===== src/rtl/uart_rx_monitor.sv =====
// UART receiver with 2-flop input synchroniser, framing/parity checks,
// FWFT receive FIFO and sticky error flags.
//
// state     | meaning
// IDLE      | line idle, waiting for a falling edge
// START     | qualifying the start bit at mid-bit
// DATA      | sampling data bits, LSB first
// PARITY    | sampling the parity bit
// STOP      | sampling stop bit(s), push/discard decision
// WAIT_IDLE | framing error seen, waiting for the line to return high
module uart_rx_monitor #(
  parameter int CLKS_PER_BIT = 16,
  parameter int DATA_BITS    = 8,
  parameter int PARITY_EN    = 0,
  parameter int PARITY_ODD   = 0,
  parameter int STOP_BITS    = 1,
  parameter int FIFO_DEPTH   = 16
) (
  input  logic                          clk,
  input  logic                          reset,
  input  logic                          uart_rx,
  output logic [DATA_BITS-1:0]          rx_data,
  output logic                          rx_valid,
  input  logic                          rx_ready,
  output logic [$clog2(FIFO_DEPTH):0]   fifo_count,
  output logic                          frame_err,
  output logic                          parity_err,
  output logic                          overflow,
  input  logic                          err_clr
);

  localparam int CNT_W = $clog2(CLKS_PER_BIT);
  localparam int BIT_W = $clog2(DATA_BITS + 1);
  localparam int PTR_W = $clog2(FIFO_DEPTH);

  localparam logic [CNT_W-1:0] CNT_MID   = CNT_W'(CLKS_PER_BIT / 2 - 1);
  localparam logic [CNT_W-1:0] CNT_LAST  = CNT_W'(CLKS_PER_BIT - 1);
  localparam logic [BIT_W-1:0] LAST_DATA = BIT_W'(DATA_BITS - 1);
  localparam logic [BIT_W-1:0] LAST_STOP = BIT_W'(STOP_BITS - 1);
  localparam logic [PTR_W:0]   FULL_CNT  = (PTR_W + 1)'(FIFO_DEPTH);
  localparam logic             ODD       = 1'(PARITY_ODD);

  typedef enum logic [2:0] {
    IDLE, START, DATA, PARITY, STOP, WAIT_IDLE
  } state_t;

  state_t               state_q, state_d;
  logic [CNT_W-1:0]     cnt_q, cnt_d;
  logic [BIT_W-1:0]     bit_q, bit_d;
  logic [DATA_BITS-1:0] shift_q, shift_d;
  logic                 par_bad_q, par_bad_d;
  logic                 sync1_q, rx_s;
  logic                 frame_err_q, parity_err_q, overflow_q;
  logic                 set_fe, set_pe, set_ov, push, pop, full;

  logic [DATA_BITS-1:0] mem_q [FIFO_DEPTH];
  logic [PTR_W-1:0]     wr_ptr_q, rd_ptr_q;
  logic [PTR_W:0]       count_q;

  always_ff @(posedge clk) begin
    if (reset) begin
      sync1_q <= 1'b1;
      rx_s    <= 1'b1;
    end else begin
      sync1_q <= uart_rx;
      rx_s    <= sync1_q;
    end
  end

  always_ff @(posedge clk) begin
    if (reset) begin
      state_q   <= IDLE;
      cnt_q     <= '0;
      bit_q     <= '0;
      shift_q   <= '0;
      par_bad_q <= 1'b0;
    end else begin
      state_q   <= state_d;
      cnt_q     <= cnt_d;
      bit_q     <= bit_d;
      shift_q   <= shift_d;
      par_bad_q <= par_bad_d;
    end
  end

  always_comb begin
    state_d   = state_q;
    cnt_d     = cnt_q + 1'b1;
    bit_d     = bit_q;
    shift_d   = shift_q;
    par_bad_d = par_bad_q;
    set_fe    = 1'b0;
    set_pe    = 1'b0;
    set_ov    = 1'b0;
    push      = 1'b0;
    case (state_q)
      IDLE: begin
        cnt_d     = '0;
        bit_d     = '0;
        par_bad_d = 1'b0;
        if (!rx_s) state_d = START;
      end
      START: begin
        if (cnt_q == CNT_MID) begin
          cnt_d   = '0;
          state_d = rx_s ? IDLE : DATA;
        end
      end
      DATA: begin
        if (cnt_q == CNT_LAST) begin
          cnt_d   = '0;
          shift_d = {rx_s, shift_q[DATA_BITS-1:1]};
          if (bit_q == LAST_DATA) begin
            bit_d   = '0;
            state_d = (PARITY_EN != 0) ? PARITY : STOP;
          end else begin
            bit_d = bit_q + 1'b1;
          end
        end
      end
      PARITY: begin
        if (cnt_q == CNT_LAST) begin
          cnt_d     = '0;
          par_bad_d = rx_s ^ (^shift_q) ^ ODD;
          state_d   = STOP;
        end
      end
      STOP: begin
        if (cnt_q == CNT_LAST) begin
          cnt_d = '0;
          if (!rx_s) begin
            set_fe  = 1'b1;
            state_d = WAIT_IDLE;
          end else if (bit_q == LAST_STOP) begin
            state_d = IDLE;
            if (par_bad_q)         set_pe = 1'b1;
            else if (full && !pop) set_ov = 1'b1;
            else                   push   = 1'b1;
          end else begin
            bit_d = bit_q + 1'b1;
          end
        end
      end
      WAIT_IDLE: begin
        cnt_d = '0;
        if (rx_s) state_d = IDLE;
      end
      default: state_d = IDLE;
    endcase
  end

  // FWFT: head is masked to zero while empty so reset leaves rx_data at 0
  assign rx_valid   = (count_q != '0);
  assign pop        = rx_valid && rx_ready;
  assign full       = (count_q == FULL_CNT);
  assign rx_data    = rx_valid ? mem_q[rd_ptr_q] : '0;
  assign fifo_count = count_q;

  always_ff @(posedge clk) begin
    if (push) mem_q[wr_ptr_q] <= shift_q;
  end

  always_ff @(posedge clk) begin
    if (reset) begin
      wr_ptr_q <= '0;
      rd_ptr_q <= '0;
      count_q  <= '0;
    end else begin
      if (push) wr_ptr_q <= wr_ptr_q + 1'b1;
      if (pop)  rd_ptr_q <= rd_ptr_q + 1'b1;
      case ({push, pop})
        2'b10:   count_q <= count_q + 1'b1;
        2'b01:   count_q <= count_q - 1'b1;
        default: count_q <= count_q;
      endcase
    end
  end

  always_ff @(posedge clk) begin
    if (reset) begin
      frame_err_q  <= 1'b0;
      parity_err_q <= 1'b0;
      overflow_q   <= 1'b0;
    end else begin
      frame_err_q  <= (frame_err_q  & ~err_clr) | set_fe;
      parity_err_q <= (parity_err_q & ~err_clr) | set_pe;
      overflow_q   <= (overflow_q   & ~err_clr) | set_ov;
    end
  end

  assign frame_err  = frame_err_q;
  assign parity_err = parity_err_q;
  assign overflow   = overflow_q;

endmodule

===== config.mk =====
export PLATFORM = sky130hd
export DESIGN_NAME = uart_rx_monitor
export DESIGN_NICKNAME = d
export VERILOG_FILES = /design/src/rtl/uart_rx_monitor.sv
export SDC_FILE = /design/constraint.sdc
export NUM_CORES = 1
export LEC_CHECK = 0
export BUFFER_PORTS_ARGS = -buffer_cell sky130_fd_sc_hd__buf_2
export CAP_MARGIN = 20
export CORE_UTILIZATION = 51
export CTS_BUF_LIST = sky130_fd_sc_hd__clkbuf_4 sky130_fd_sc_hd__clkbuf_8 sky130_fd_sc_hd__clkbuf_16
export CTS_CLUSTER_DIAMETER = 60
export CTS_CLUSTER_SIZE = 20
export DETAILED_ROUTE_END_ITERATION = 8
export PLACE_DENSITY_LB_ADDON = 0.25
export SETUP_SLACK_MARGIN = 0.05
export SLEW_MARGIN = 25
export SYNTH_ARGS = -nofsm -noshare
export SYNTH_HDL_FRONTEND = slang
export SYNTH_SLANG_ARGS = --single-unit

===== constraint.sdc =====
create_clock -name clk -period 3 [get_ports clk]
set_clock_uncertainty 0.1 [all_clocks]
set_input_delay 0.6 -clock clk [delete_from_list [all_inputs] [get_ports clk]]
set_output_delay 0.6 -clock clk [all_outputs]
set_load 0.005 [all_outputs]

---- After elaboration in Yosys (flattened, before gate mapping) ----
Memory sizes are Yosys's and may differ from the RTL's. A register that Yosys moved wholly into a read port is not among the register bits.
Index checks and enable logic that the tools add are counted.
word-level totals
  memories kept ........................... 1
  word-level logic and storage cells ...... 113
  bits in writable memories ............... 128
  input bits .............................. 5
  output and inout bits ................... 17
  flip-flop bits (word level) ............. 38
memories
  name   depth  bits a word  rd ports  clocked after memory_dff  wr ports  RTL line  text
  mem_q  16     8            1         1                         1         56        logic [DATA_BITS-1:0] mem_q [FIFO_DEPTH];
cells by class
  multiplexer cells ....................... 48
  reductions and logical operators ........ 16
  equality and inequality tests ........... 21
  bitwise operators ....................... 8
  add/sub/neg operators ................... 6
operators by type and width
  operator                                          count
  two-way mux 4 bit                                 9
  two-way mux 3 bit                                 9
  one-hot mux 4 bit (3 select lines)                2
  two-way mux 1 bit                                 23
  inequality test 2 bit, second input constant      9
  one-hot mux 3 bit (6 select lines)                1
  adder 4 x 1 -> 4 bit, second input constant       4
  one-hot mux 5 bit (2 select lines)                1
  == test 4 x 3 -> 1 bit, second input constant     2
  two-way mux 8 bit                                 1
  AND reduction 8 bit                               1
  XOR reduction 8 bit                               1
  == test 3 x 2 -> 1 bit, second input constant     2
  == test 3 bit, second input constant              2
  adder 5 x 1 -> 5 bit, second input constant       1
  == test 5 bit, second input constant              1
  AND reduction 5 bit                               1
  nonzero test 5 bit                                1
  subtractor 5 x 1 -> 5 bit, second input constant  1
  == test 4 bit, second input constant              1
  zero test 4 bit                                   1
  AND reduction 2 bit                               2
  nonzero test 2 bit                                2
  AND 1 bit                                         3
  15 further kinds                                  18

---- Longest topological paths before layout ----
  depth in word-level cells ............... 12
  depth in mapped cells ................... 16
  depth with buffers taken out ............ 14

---- Worst setup path before layout ----
OpenSTA, ideal clock, no wires.
  path type ............................... reg2reg
  start ................................... register bit_q[0]
  end ..................................... register count_q[4], in the netlist fifo_count[4]
  period minus slack after synthesis ...... 3.313 ns
  arrival time ............................ 3.093 ns
  slack ................................... -0.313 ns
  setup time .............................. 0.121 ns
  stages on the path, launching flop included .. 17
  data required time ...................... 2.779 ns
  buffers on the path ..................... 2
  cell sequence ........................... dfxtp_1 -> inv_1 -> ha_1 -> or4bb_1 -> nor4_4 -> and2_1 -> buf_4 -> inv_1 -> ha_1 -> clkbuf_1 -> xor2_1 -> ha_1 -> inv_1 -> o21ai_0 -> a21o_1 -> a31oi_1 -> mux2_2
on the way
  longest elaborated chain between the ends .. 7
  elaborated cells between the ends (all ways) .. 9
  classes of those cells .................. eq/ne: 2; mux: 5; reduce/logical: 2
ends and longest elaborated chain
  item                                                                             RTL line  text
  start, declared                                                                  49        logic [BIT_W-1:0] bit_q, bit_d;
  start signal, assigned                                                           80        bit_q <= bit_d;
  zero test 4 bit *                                                                134       end else if (bit_q == LAST_STOP) begin
  two-way mux 1 bit *                                                              134
  two-way mux 1 bit *                                                              131       if (!rx_s) begin
  two-way mux 1 bit *                                                              129       if (cnt_q == CNT_LAST) begin
  two-way mux 1 bit *                                                              96        case (state_q)
  == test 2 x 1 -> 1 bit / == test 2 bit (equally long branches)                   171       case ({push, pop})
  one-hot mux 5 bit (2 select lines) / nonzero test 2 bit (equally long branches)  n/a
  end signal, assigned                                                             172       2'b10: count_q <= count_q + 1'b1;
  end signal, assigned                                                             173       2'b01: count_q <= count_q - 1'b1;
  end signal, assigned                                                             174       default: count_q <= count_q;
  end, declared                                                                    58        logic [PTR_W:0] count_q;
Mark *: on every way between the ends. The rest lies on a longest branch, timed or not.
A chain may end at the register's enable or synchronous reset.

==> impl_metrics.tcl <==
set metrics [dict create \
    cts_num_sinks 170 \
    layout-drive-gt1-share 0.301 \
    rows 42 \
    vdd_drop_max_v 0.000338 \
    slew_violations 0 \
    fin_crit_ns 3.10 \
    synth-main-ff-cell "edfxtp_1" \
    antennaDiodeCount 0 \
    yosysWarnings 0 \
    power_mw 4.60 \
    ios 22 \
    final_util 0.621 \
    portBuffers 21 \
    asyncSetResetFlopFracSynth 0 \
    clk_latency_ns 0.43 \
    final_cells 698 \
    required_ns 2.30 \
    r2r_setup_slack_ns 0.05 \
    holdPathEnd "sync1_q$_SDFF_PP1_" \
    timing.rr.end "fifo_count[4]$_SDFFE_PP0P_" \
    holdWs_ns 0.254 \
    powerDensity_nw_per_um2 550 \
    path_clk_slew_ns 0.06 \
    dieArea_um2 14400 \
    power_leakage_nw 2.87 \
    multi_input_area_um2 2280 \
    failed_checks "negative setup slack" \
    hold_path.class "in2reg" \
    grtUsageTotal 0.202 \
    worst_pin_slew_ns 0.721 \
    syn_to_final_growth_pct 17.2 \
    dp.cells 654 \
    start_kind "flop" \
    ant_nets 0 \
    grt_pass1_vias 4021 \
    worstReg2RegStart "bit_q[0]$_SDFFE_PP0P_" \
    grt_max_degree 40 \
    grt.overflow.total 0 \
    gp_congestion 0.749 \
    die_w_um 120 \
    max_freq_mhz 323 \
    fillers 1011 \
    synth_area_per_cell_um2 16.1 \
    fin_ws_ns -0.0982 \
    synth_area_um2 7130 \
    start_util 0.530 \
    dpl.hpwl_um 8190 \
    finalSetupViolCount 8 \
    cts_max_path_buffers 2 \
    avgViaCountPerCell 5.52 \
    min_path_cells 2 \
    grt_antenna_before_repair 0 \
    post_dp_cell_area_um2 7640 \
    wl_per_cell_um 18.9 \
    max_slew_margin 0.519 \
    drc_errors 0 \
    yosysSeqAreaShare 0.657 \
    fp.coreArea_um2 13500 \
    period_share 1.03 \
    stdcell_area_um2 8350 \
    regArea_um2 4690 \
    worstHoldStart "uart_rx" \
    grt_pass1_wl_um 21400 \
    syn_inst 442 \
    cts-root-buf "clkbuf_16" \
    via_count 3852 \
    die_y_um 120 \
    run_status "finished, violations left" \
    critPathArrivalTime_ns 2.40 \
    critical_path.endpoint_type "primary output" \
    first_iter_violations 283 \
    syn-num-nets 458 \
    cp_max_fo 8 \
    rsz0062_at_grt "yes" \
    h-tree-depth 4 \
    fin_tns_setup_ns -0.672 \
    max-cap-violations 0 \
    synth-seq-cells 170 \
    finalHoldViolCount 0 \
    cts_tree "yes" \
    finalWirelength_um 13200 \
    r2r_cells 14 \
    numCtsBuffers 17 \
    crit_type "reg2out" \
    synth_edf_count 128 \
    pre_cts_ws_ns -0.128 \
    synth_cell_types 50 \
    firstDrtPassIters 5 \
    nNetsFinal 526 \
]
-- power by group --
group | internal, mW | leakage (nW) | switching [mW]
registers | 2.50 | 1.53 | 0.000977
clock network | 1.23 | 0.276 | 0.837
logic | 0.0122 | 1.07 | 0.0199
-- worst max-delay path: stages, from the launching register on --
cell and delay, ns:
dfxtp_4 0.40, buf_6 0.13, buf_16 0.14, mux4_2 0.54
mux4_2 0.48, and2_4 0.18, buf_6 0.11
-- worst max-delay path by stage --
stage	end	slack (ns)	cells past startpoint
4_1_cts	rx_data[6]	-0.11	6
2_1_floorplan	fifo_count[4]$_SDFFE_PP0P_	-0.28	16
3_5_place_dp	fifo_count[4]$_SDFFE_PP0P_	-0.13	14
3_3_place_gp	fifo_count[4]$_SDFFE_PP0P_	-0.06	14
6_report	rx_data[5]	-0.1	6
5_1_grt	rx_data[5]	-0.18	6
-- flip-flops by register name, summed over array words and instances (netlist names), 3 cells and up, named ones only --
signal,cells
mem_q,128
shift_q,8
fifo_count,5
bit_q,4
cnt_q,4
rd_ptr_q,4
wr_ptr_q,4
state_q,3
-- cells in the mapped netlist (all sizes together) (11+ instances only) --
master,instances,share of area
xnor2,12,0.015
nand2,17,0.0090
a21oi,16,0.011
edfxtp,128,0.54
clkbuf,11,0.0058
and2,11,0.0097
inv,11,0.0058
dfxtp,42,0.12
mux4,40,0.14
mux2i,11,0.015
nor2,45,0.024
ha,11,0.019
-- final cells by class --
| type | count | share of cell area |
|---|---|---|
| sequential | 170 | 0.562 |
| clock buffer | 20 | 0.0536 |
| multi-input combinational | 240 | 0.273 |
| inverter | 11 | 0.00495 |
| tap | 176 | 0.0264 |
| clock inverter | 11 | 0.0126 |
| timing repair buffer | 70 | 0.0676 |
-- kinds of logic (layout without fill, tap and decap cells) --
family,count (synthesis),count (layout),synth area share
buffers and inverters,32,112,0.0241
flip-flops,170,170,0.657
AO/OA/AOI/OAI,36,36,0.0302
adder cells (fa/ha/maj),11,11,0.0193
XOR/XNOR,22,22,0.0270
AND/OR/NAND/NOR,119,119,0.0859
multiplexers,52,52,0.156
-- layer usage --
layer | global-route usage | share of wire | vias to the layer above
met4 | 0.0805 | 0.018 | 0
met2 | 0.331 | 0.51 | 93
met1 | 0.259 | 0.44 | 1925
met3 | 0.0519 | 0.041 | 19
li1 | - | - | 1815
met5 | 0 | 0 | -
-- layout by cell type (no fill, tap or decap), types with 9 or more instances in the layout --
cell type  netlist  routed
xnor2_1         12      12
xor2_1          10      10
a21oi_1         16      15
buf_2            1      18
nand2_1         17      17
edfxtp_1       128     128
mux4_2          16      32
mux2i_1         11      11
buf_4            1      43
nor3_1          10       9
dfxtp_1         42      38
nor2_1          44      44
clkbuf_16        0      17
-- what timing repair did --
item / 4_1_cts / 5_1_grt
setup buffers: 11 / 0
pin swaps: 6 / 1
hold endpoints to repair: 0 / 0
endpoints found under the setup margin: 9 / 41
cloned: 2 / 0
resized for setup: 24 / 10
hold buffers: 0 / 0
Note: power is estimated with default switching activity, not from simulation.
